==> src/rtl/adc_avg_fifo_if.sv <==
// Bundle of ADC frame inputs and FIFO readout signals for adc_avg_fifo.
// master: the side that drives the frame stream and read requests (bench / upstream).
// slave:  the averaging FIFO itself.
interface adc_avg_fifo_if #(
  parameter int DATA_W  = 16,
  parameter int FIFO_AW = 4
);
  logic                cs_in;
  logic                en_in;
  logic [DATA_W-1:0]   adc_data_in;
  logic                rd_en;
  logic [DATA_W-1:0]   dout;
  logic                dout_valid;
  logic [FIFO_AW:0]    fifo_count;
  logic                empty;
  logic                full;
  logic                overflow;

  modport master (
    output cs_in, en_in, adc_data_in, rd_en,
    input  dout, dout_valid, fifo_count, empty, full, overflow
  );

  modport slave (
    input  cs_in, en_in, adc_data_in, rd_en,
    output dout, dout_valid, fifo_count, empty, full, overflow
  );
endinterface

==> src/rtl/adc_avg_fifo.sv <==
// adc_avg_fifo: captures one ADC sample per frame on the CS rising edge,
// averages 2^LOG2_N consecutive samples (truncating) and queues each mean
// in a 2^FIFO_AW-deep FIFO. A sticky overflow flag records dropped averages.
module adc_avg_fifo #(
  parameter int DATA_W  = 16,
  parameter int LOG2_N  = 2,
  parameter int FIFO_AW = 4
) (
  input  logic           clk_100,
  input  logic           reset,
  input  logic           enable,
  adc_avg_fifo_if.slave  bus
);

  localparam int ACC_W = DATA_W + LOG2_N;
  localparam int CNT_W = (LOG2_N > 0) ? LOG2_N : 1;
  localparam int DEPTH = 1 << FIFO_AW;
  localparam logic [CNT_W-1:0]   CNT_LAST   = CNT_W'((1 << LOG2_N) - 1);
  localparam logic [FIFO_AW:0]   COUNT_FULL = (FIFO_AW + 1)'(DEPTH);

  // Registered state
  logic                 cs_dly_q;
  logic [ACC_W-1:0]     acc_q,      acc_d;
  logic [CNT_W-1:0]     cnt_q,      cnt_d;
  logic [FIFO_AW-1:0]   wr_ptr_q,   wr_ptr_d;
  logic [FIFO_AW-1:0]   rd_ptr_q,   rd_ptr_d;
  logic [FIFO_AW:0]     count_q,    count_d;
  logic                 empty_q,    empty_d;
  logic                 full_q,     full_d;
  logic                 overflow_q, overflow_d;
  logic [DATA_W-1:0]    dout_q,     dout_d;
  logic                 dout_valid_q, dout_valid_d;
  logic [DATA_W-1:0]    mem_q [DEPTH];

  // Combinational datapath / control
  logic                 strobe_s;
  logic                 last_s;
  logic                 push_s;
  logic                 pop_s;
  logic                 push_ok_s;
  logic                 drop_s;
  logic [ACC_W-1:0]     sum_s;
  logic [DATA_W-1:0]    avg_s;

  // A sample is taken on a CS rising edge only while data is valid and the block runs.
  assign strobe_s  = bus.cs_in & ~cs_dly_q & bus.en_in & enable;
  assign last_s    = (cnt_q == CNT_LAST);
  assign sum_s     = acc_q + ACC_W'(bus.adc_data_in);
  assign avg_s     = DATA_W'(sum_s >> LOG2_N);
  assign push_s    = strobe_s & last_s;
  assign pop_s     = bus.rd_en & ~empty_q & enable;
  // A full FIFO still accepts a push when a pop frees a slot in the same cycle.
  assign push_ok_s = push_s & (~full_q | pop_s);
  assign drop_s    = push_s & full_q & ~pop_s;

  // Next-state logic for accumulator, pointers, occupancy, flags and read port.
  always_comb begin
    acc_d        = acc_q;
    cnt_d        = cnt_q;
    wr_ptr_d     = wr_ptr_q;
    rd_ptr_d     = rd_ptr_q;
    count_d      = count_q;
    overflow_d   = overflow_q;
    dout_d       = dout_q;
    dout_valid_d = 1'b0;

    if (!enable) begin
      // Run low discards any partial average and empties the queue; dout holds.
      acc_d      = '0;
      cnt_d      = '0;
      wr_ptr_d   = '0;
      rd_ptr_d   = '0;
      count_d    = '0;
      overflow_d = 1'b0;
    end else begin
      if (strobe_s) begin
        if (last_s) begin
          acc_d = '0;
          cnt_d = '0;
        end else begin
          acc_d = sum_s;
          cnt_d = cnt_q + CNT_W'(1);
        end
      end else begin
        acc_d = acc_q;
        cnt_d = cnt_q;
      end

      if (push_ok_s) begin
        wr_ptr_d = wr_ptr_q + FIFO_AW'(1);
      end else begin
        wr_ptr_d = wr_ptr_q;
      end

      if (pop_s) begin
        rd_ptr_d     = rd_ptr_q + FIFO_AW'(1);
        dout_d       = mem_q[rd_ptr_q];
        dout_valid_d = 1'b1;
      end else begin
        rd_ptr_d     = rd_ptr_q;
        dout_d       = dout_q;
        dout_valid_d = 1'b0;
      end

      if (drop_s) begin
        overflow_d = 1'b1;
      end else begin
        overflow_d = overflow_q;
      end

      case ({push_ok_s, pop_s})
        2'b10:   count_d = count_q + (FIFO_AW + 1)'(1);
        2'b01:   count_d = count_q - (FIFO_AW + 1)'(1);
        default: count_d = count_q;
      endcase
    end

    // Status flags come from occupancy, never from pointer comparison.
    empty_d = (count_d == '0);
    full_d  = (count_d == COUNT_FULL);
  end

  // State register with synchronous active-low reset; cs delay resets high.
  always_ff @(posedge clk_100) begin
    if (!reset) begin
      cs_dly_q     <= 1'b1;
      acc_q        <= '0;
      cnt_q        <= '0;
      wr_ptr_q     <= '0;
      rd_ptr_q     <= '0;
      count_q      <= '0;
      empty_q      <= 1'b1;
      full_q       <= 1'b0;
      overflow_q   <= 1'b0;
      dout_q       <= '0;
      dout_valid_q <= 1'b0;
    end else begin
      cs_dly_q     <= bus.cs_in;
      acc_q        <= acc_d;
      cnt_q        <= cnt_d;
      wr_ptr_q     <= wr_ptr_d;
      rd_ptr_q     <= rd_ptr_d;
      count_q      <= count_d;
      empty_q      <= empty_d;
      full_q       <= full_d;
      overflow_q   <= overflow_d;
      dout_q       <= dout_d;
      dout_valid_q <= dout_valid_d;
    end
  end

  // FIFO storage write; contents need no reset since occupancy gates reads.
  always_ff @(posedge clk_100) begin
    if (reset && push_ok_s) begin
      mem_q[wr_ptr_q] <= avg_s;
    end
  end

  assign bus.dout       = dout_q;
  assign bus.dout_valid = dout_valid_q;
  assign bus.fifo_count = count_q;
  assign bus.empty      = empty_q;
  assign bus.full       = full_q;
  assign bus.overflow   = overflow_q;

endmodule

==> src/flat_wrapper.sv <==
// flat-port wrapper written by rule: the top's interface ports become plain ports
module adc_avg_fifo_flat 
#(
  parameter int DATA_W  = 16,
  parameter int LOG2_N  = 2,
  parameter int FIFO_AW = 4
)
  (clk_100, reset, enable, bus_cs_in, bus_en_in, bus_adc_data_in, bus_rd_en, bus_dout, bus_dout_valid, bus_fifo_count, bus_empty, bus_full, bus_overflow);
  adc_avg_fifo_if #(.DATA_W(DATA_W), .FIFO_AW(FIFO_AW)) bus_i ();
  input  logic clk_100;
  input  logic reset;
  input  logic enable;
  input wire logic [$bits(bus_i.cs_in)-1:0] bus_cs_in;
  input wire logic [$bits(bus_i.en_in)-1:0] bus_en_in;
  input wire logic [$bits(bus_i.adc_data_in)-1:0] bus_adc_data_in;
  input wire logic [$bits(bus_i.rd_en)-1:0] bus_rd_en;
  output wire logic [$bits(bus_i.dout)-1:0] bus_dout;
  output wire logic [$bits(bus_i.dout_valid)-1:0] bus_dout_valid;
  output wire logic [$bits(bus_i.fifo_count)-1:0] bus_fifo_count;
  output wire logic [$bits(bus_i.empty)-1:0] bus_empty;
  output wire logic [$bits(bus_i.full)-1:0] bus_full;
  output wire logic [$bits(bus_i.overflow)-1:0] bus_overflow;
  assign bus_i.cs_in = bus_cs_in;
  assign bus_i.en_in = bus_en_in;
  assign bus_i.adc_data_in = bus_adc_data_in;
  assign bus_i.rd_en = bus_rd_en;
  assign bus_dout = bus_i.dout;
  assign bus_dout_valid = bus_i.dout_valid;
  assign bus_fifo_count = bus_i.fifo_count;
  assign bus_empty = bus_i.empty;
  assign bus_full = bus_i.full;
  assign bus_overflow = bus_i.overflow;
  adc_avg_fifo #(.DATA_W(DATA_W), .LOG2_N(LOG2_N), .FIFO_AW(FIFO_AW)) u_core (.clk_100(clk_100), .reset(reset), .enable(enable), .bus(bus_i));
endmodule
==> config.mk <==
export PLATFORM = sky130hd
export DESIGN_NAME = adc_avg_fifo_flat
export DESIGN_NICKNAME = d
export VERILOG_FILES = /design/src/rtl/adc_avg_fifo_if.sv /design/src/rtl/adc_avg_fifo.sv /design/src/flat_wrapper.sv
export SDC_FILE = /design/constraint.sdc
export NUM_CORES = 1
export LEC_CHECK = 0
export ABC_AREA = 1
export CAP_MARGIN = 10
export CORE_MARGIN = 5
export CORE_UTILIZATION = 55
export CTS_CLUSTER_DIAMETER = 80
export CTS_CLUSTER_SIZE = 8
export DETAILED_ROUTE_END_ITERATION = 12
export GPL_TIMING_DRIVEN = 1
export PLACE_DENSITY = 0.74
export SETUP_SLACK_MARGIN = 0.02
export SLEW_MARGIN = 25
export SYNTH_ARGS = -nofsm -noshare
export SYNTH_HDL_FRONTEND = slang
export SYNTH_SLANG_ARGS = --single-unit
==> constraint.sdc <==
create_clock -name clk_100 -period 2.73 [get_ports clk_100]
set_input_delay 0.273 -clock clk_100 [delete_from_list [all_inputs] [get_ports clk_100]]
set_output_delay 0.273 -clock clk_100 [all_outputs]
set_load 0.01 [all_outputs]
# Word-level counts from Yosys, hierarchy flattened
# Memory sizes are Yosys's and may differ from the RTL's. A register that Yosys moved wholly into a read port is not among the register bits.
# Index checks and enable logic that the tools add are counted.
# classes
addsub	6
n_eq_ne	4
mux	7
bitwise	14
reduce_logical	5
# op_table
cell	n
$add A18 B16 Y18	1
$mux W18	1
$pmux W5 S2	1
$and A1 B1 Y1	9
$add A4 B1 Y4 const B	2
$add A5 B1 Y5 const B	1
$eq A5 B5 Y1 const B	1
$logic_not A5 Y1	1
$mux W5	1
$sub A5 B1 Y5 const B	1
$eq A2 B2 Y1 const B	2
$not A1 Y1	4
$reduce_and A2 Y1	2
$mux W1	3
$add A2 B1 Y2 const B	1
$eq A2 B1 Y1 const B	1
$mux W2	1
$logic_and A1 B1 Y1	1
$logic_not A1 Y1	1
$or A1 B1 Y1	1
# totals
regBits	38
ramBits	256
in_bits	22
output_inout_bits	25
word_cells	47
mem_count	1
# mem_list
memory	depth	word_bits	rd	rd_clocked_by_memory_dff	wr	line_no	rtl
u_core.mem_q	16	16	1	1	1	adc_avg_fifo.sv:33	logic [DATA_W-1:0] mem_q [DEPTH];

# Longest topological paths before layout
# Gate-level depths: netlist of run 1.
# depth
word_depth	10
ltp_mapped	22
depth_no_buf	21

# Least setup slack after synthesis of run 1
# Ideal clock, no wire load.
# synth_timing
path_kind	register -> register
startpoint	register u_core.empty_q (netlist: u_core.bus.empty)
endpoint	register u_core.full_q (netlist: u_core.bus.full)
setup_time_ns	0.064
t_arrival_ns	2.391
required_ns	2.666
slack_ns	0.275
path_stages_with_launch	16
n_path_buf	2
period_less_slack_ns	2.455
path_cell_list	dfxtp_1 -> nor3_4 -> clkbuf_1 -> ha_1 -> clkbuf_2 -> xor2_1 -> ha_1 -> nor2_1 -> nor2_1 -> o21ai_0 -> nand2_1 -> inv_1 -> nand2_1 -> a21oi_1 -> inv_1 -> nor2_1
# synth_via
elab_chain_cells	9
word_cells_on_any_way	10
cone_classes	3 x eq/ne; 2 x mux; 5 x bitwise
# synth_rtl
item	line_no	rtl
start, declared	adc_avg_fifo.sv:28	logic empty_q, empty_d;
start signal, assigned	adc_avg_fifo.sv:144	empty_q <= empty_d;
$not A1 Y1 (*)	adc_avg_fifo.sv:51	assign pop_s = bus.rd_en & ~empty_q & enable;
$and A1 B1 Y1 (*) (2 in series)	adc_avg_fifo.sv:51	
via u_core.pop_s	adc_avg_fifo.sv:39	logic pop_s;
$or A1 B1 Y1	adc_avg_fifo.sv:53	assign push_ok_s = push_s & (~full_q | pop_s);
$and A1 B1 Y1	adc_avg_fifo.sv:53	
$eq A2 B1 Y1 or $eq A2 B2 Y1 (tied branches)	adc_avg_fifo.sv:111	case ({push_ok_s, pop_s})
$pmux W5 S2 (*)	adc_avg_fifo.sv:111	
$mux W5 (*)	adc_avg_fifo.sv:67	if (!enable) begin
$eq A5 B5 Y1 (*)	adc_avg_fifo.sv:120	full_d = (count_d == COUNT_FULL);
end signal, assigned	adc_avg_fifo.sv:145	full_q <= full_d;
end, declared	adc_avg_fifo.sv:29	logic full_q, full_d;
# Mark *: on every way through the listed nets, which the timed path passes. The rest lies on a longest branch.
# A chain may end at the register's enable or synchronous reset.

# Final worst setup path of run 1
# layout_timing
startpoint	register u_core.acc_q[0]
endpoint	memory u_core.mem_q[6][12] (data pin)
# layout_via
elab_chain_cells	1
# layout_rtl
item	line_no	rtl
start, declared	adc_avg_fifo.sv:23	logic [ACC_W-1:0] acc_q, acc_d;
start signal, assigned	adc_avg_fifo.sv:127	acc_q <= '0;
start signal, assigned	adc_avg_fifo.sv:139	acc_q <= acc_d;
$add A18 B16 Y18	adc_avg_fifo.sv:48	assign sum_s = acc_q + ACC_W'(bus.adc_data_in);
via u_core.sum_s[14]	adc_avg_fifo.sv:42	logic [ACC_W-1:0] sum_s;
end, declared	adc_avg_fifo.sv:33	
# The timed path passes the listed nets, and every way through them passes these cells.

==> results of run 1 <==
[metal layers]
metal  GRT usage (%)  part of all wire [%]  up-vias
met2            38.1                    48      410
met1            30.2                    41     4516
met4            7.96                   3.0        0
met5               0                     0        -
met3            3.78                   8.0       60
li1                -                     -     4510
[cell families after synthesis]
kind of cell,Yosys count,share of synthesized area [%]
DFF,310,65.7
and+or+nand+nor,414,13.3
xor gates and xnor gates,10,0.656
adders and majority gates,26,2.49
buffers and inverters,166,5.16
AOI/OAI and AO/OA,297,12.8
[worst max-delay path: stages (launching register included)]
cell and delay, ns:
dfxtp_1 0.33, ha_1 0.17, inv_1 0.06, fa_1 0.41
nand3b_1 0.17, nand2_1 0.13, nand2_1 0.06, nand2_1 0.10
nand2_1 0.09, nand3b_1 0.11, and2_1 0.50
[cell usage in the layout (no fill, tap or decap), drive strengths merged]
cell,n
dfxtp,54
o21bai,1
or2,3
nand3,85
fa,1
o211ai,81
o22ai,1
clkbuf,77
o21a,1
o21ai,140
buf,64
nand4,2
edfxtp,256
and2,12
nand3b,7
a31oi,1
xor2,9
clkinv,4
clkdlybuf4s50,46
nand2,126
a211oi,1
inv,102
xnor2,1
ha,25
nor2,176
a21oi,71
nor3,3
[registers in the layout (all words and copies together), names as in the netlist]
signal                 flops
u_core.bus.overflow        1
u_core.cs_dly_q            1
u_core.bus.dout_valid      1
u_core.cnt_q               2
u_core.mem_q             256
u_core.bus.fifo_count      5
u_core.acc_q              18
u_core.bus.empty           1
u_core.wr_ptr_q            4
u_core.bus.full            1
u_core.bus.dout           16
u_core.rd_ptr_q            4
[cell type report]
cell class	count	area, um2
clock buffers	77	1230
inverters	104	397
clock inverters	2	25.0
repair buffers	110	1040
well taps	324	405
flip-flops and latches	310	8770
multi-input cells	747	3930
fillers	1874	8300
[synth_stat cells]
cell,instances
clkbuf_1,32
nor3_1,1
buf_2,20
xnor2_1,1
ha_1,25
o21bai_1,1
o21ai_0,129
buf_1,3
or2_2,3
and2_1,12
clkinv_2,1
o21ai_1,11
edfxtp_1,256
nand3_2,1
buf_4,3
nand2_1,123
a21oi_2,1
inv_6,1
nor3_4,1
dfxtp_1,54
fa_1,1
nand3_1,84
nor2_2,1
o21a_1,1
nor3_2,1
o211ai_1,81
a211oi_1,1
inv_1,97
clkbuf_2,1
inv_2,3
nor2_1,175
nand2_4,1
nand4_1,2
o22ai_1,1
buf_6,3
a31oi_1,1
a21oi_1,70
clkinv_1,2
nand2_2,2
xor2_1,9
nand3b_1,7
[worst paths after layout]
kind | start | endpoint | slack [ns]
setup reg to reg | u_core.acc_q[0]$_SDFFE_PN0P_ | u_core.mem_q[6][12]$_DFFE_PP_ | 0.31
hold reg to reg | u_core.acc_q[5]$_SDFFE_PN0P_ | u_core.acc_q[5]$_SDFFE_PN0P_ | 0.47
hold / removal | bus_cs_in | u_core.cs_dly_q$_SDFF_PN1_ | 0.36
setup / recovery | u_core.acc_q[0]$_SDFFE_PN0P_ | u_core.mem_q[6][12]$_DFFE_PP_ | 0.31
[report_power, final]
group | internal (mW) | total, mW | switching [mW] | leakage [nW]
Combinational | 0.0777 | 0.219 | 0.141 | 2.38
Clock | 3.03 | 4.90 | 1.87 | 0.599
Sequential | 5.13 | 5.13 | 0.000981 | 2.74
Total | 8.24 | 10.2 | 2.01 | 5.72
[through the flow]
step	power (mW)	cell area (um2)	util (%)	setup TNS, ns
global placement	5.43	14600	60.4	-0.383
detailed placement	5.43	14600	60.4	-3.15
global route	10.5	15800	65.6	0
finish	10.2	15800	65.6	0
CTS	10.3	15800	65.6	0
floorplan	5.32	13400	-	0
==> results.sh, run 1 <==
export IMPL_outcome="finished, final reports clean"
export IMPL_ir_drop_uv=548
export IMPL_dp_hpwl_um=19200
export IMPL_cp_required_ns=2.97
export IMPL_r2r_cells=10
export IMPL_wl_per_cell_um=19.1
export IMPL_portBuffers=46
export IMPL_powerDensity_nw_per_um2=648
export IMPL_die_area_um2=27500
export IMPL_post_synth_num_cell_types=41
export IMPL_postCtsHoldBufs=0
export IMPL_grt_usage_pct=22.7
export IMPL_hold_ws_ns=0.363
export IMPL_synth_area_leader_cell="edfxtp_1"
export IMPL_core_area_um2=24100
export IMPL_post_place_ws_ns=-0.0802
export IMPL_clock_skew_ns=0.0165
export IMPL_drt_pass1_iterations=6
export IMPL_synth_seq_cells=310
export IMPL_drtAntennaViolNets=0
export IMPL_syn_nets=1271
export IMPL_synth_top_area_share_pct=57.6
export IMPL_cp_end_kind="flop"
export IMPL_fmax_mhz=414
export IMPL_synth_cells=1223
export IMPL_clk_latency_ns=0.53
export IMPL_dieWidth_um=166
export IMPL_cts_inserted_buffers=44
export IMPL_avgSynthCellArea_um2=10.9
export IMPL_cts_tree="yes"
export IMPL_crit_path_max_fanout=16
export IMPL_fin_crit_ns=2.42
export IMPL_viasPerCell=5.67
export IMPL_fin_nets=1365
export IMPL_worst_slew_pin_slew_ns=0.864
export IMPL_antenna_found_initial=0
export IMPL_drt_initial_drc_count=937
export IMPL_critical_path_class="flop to flop"
export IMPL_cts_setup_buffers=0
export IMPL_dp_cells=1595
export IMPL_htree_levels=2
export IMPL_hold_viol=0
export IMPL_ys_seq_area_share_pct=65.7
export IMPL_fp_row_count=57
export IMPL_grt_pass1_vias=9258
export IMPL_whs_path_depth=2
export IMPL_crit_path_start_kind="flop"
export IMPL_io_pins=47
export IMPL_final_max_slew_viol_count=0
export IMPL_layoutNonFillerInstCount=1674
export IMPL_gp_congestion=0.909
export IMPL_cts_sinks=310
export IMPL_cts_root_buf="clkbuf_16"
export IMPL_timing_final_ws_setup_ns=0.312
export IMPL_p_leak_nw=5.72
export IMPL_diodes=0
export IMPL_hold_class="input pin to flop"
export IMPL_rsz0062_at_grt="no"
export IMPL_die_height_um=166
export IMPL_clk_pin_slew_worst_paths_ns=0.05
export IMPL_post_route_drc_count=0
export IMPL_cts_buffer_depth=3
export IMPL_postRouteWirelength_um=32000
export IMPL_synth_warnings=0
export IMPL_synth_area_leaders="edfxtp_1, dfxtp_1, nor2_1"
export IMPL_area_growth_synth_to_final_pct=18.4
export IMPL_start_util_pct=55.4
export IMPL_max_slew_margin_pct=42.0
export IMPL_grt_pass1_wl_um=50000
export IMPL_maxCapViolCount=0
export IMPL_finalCritPeriodShare_pct=88.6
export IMPL_grt_overflow=0
export IMPL_vias=9496
export IMPL_worstPathArrival_ns=2.66
export IMPL_post_cts_resized=0
export IMPL_setup_violations=0
export IMPL_drive_above_1_share_pct=10.6
export IMPL_grt_max_degree=162
export IMPL_syn_cell_area_um2=13400
(Power assumes the default switching activity.)
==> run 2, diff against run 1 <==
- SLEW_MARGIN: 25 -> 20
==> results of run 2 <==
Final layout, timing and power as in run 1 (identical DEF).
==> run 3, diff against run 2 <==
- CAP_MARGIN: 10 -> 30
==> results of run 3 <==
Final layout, timing and power as in run 1 (identical DEF).
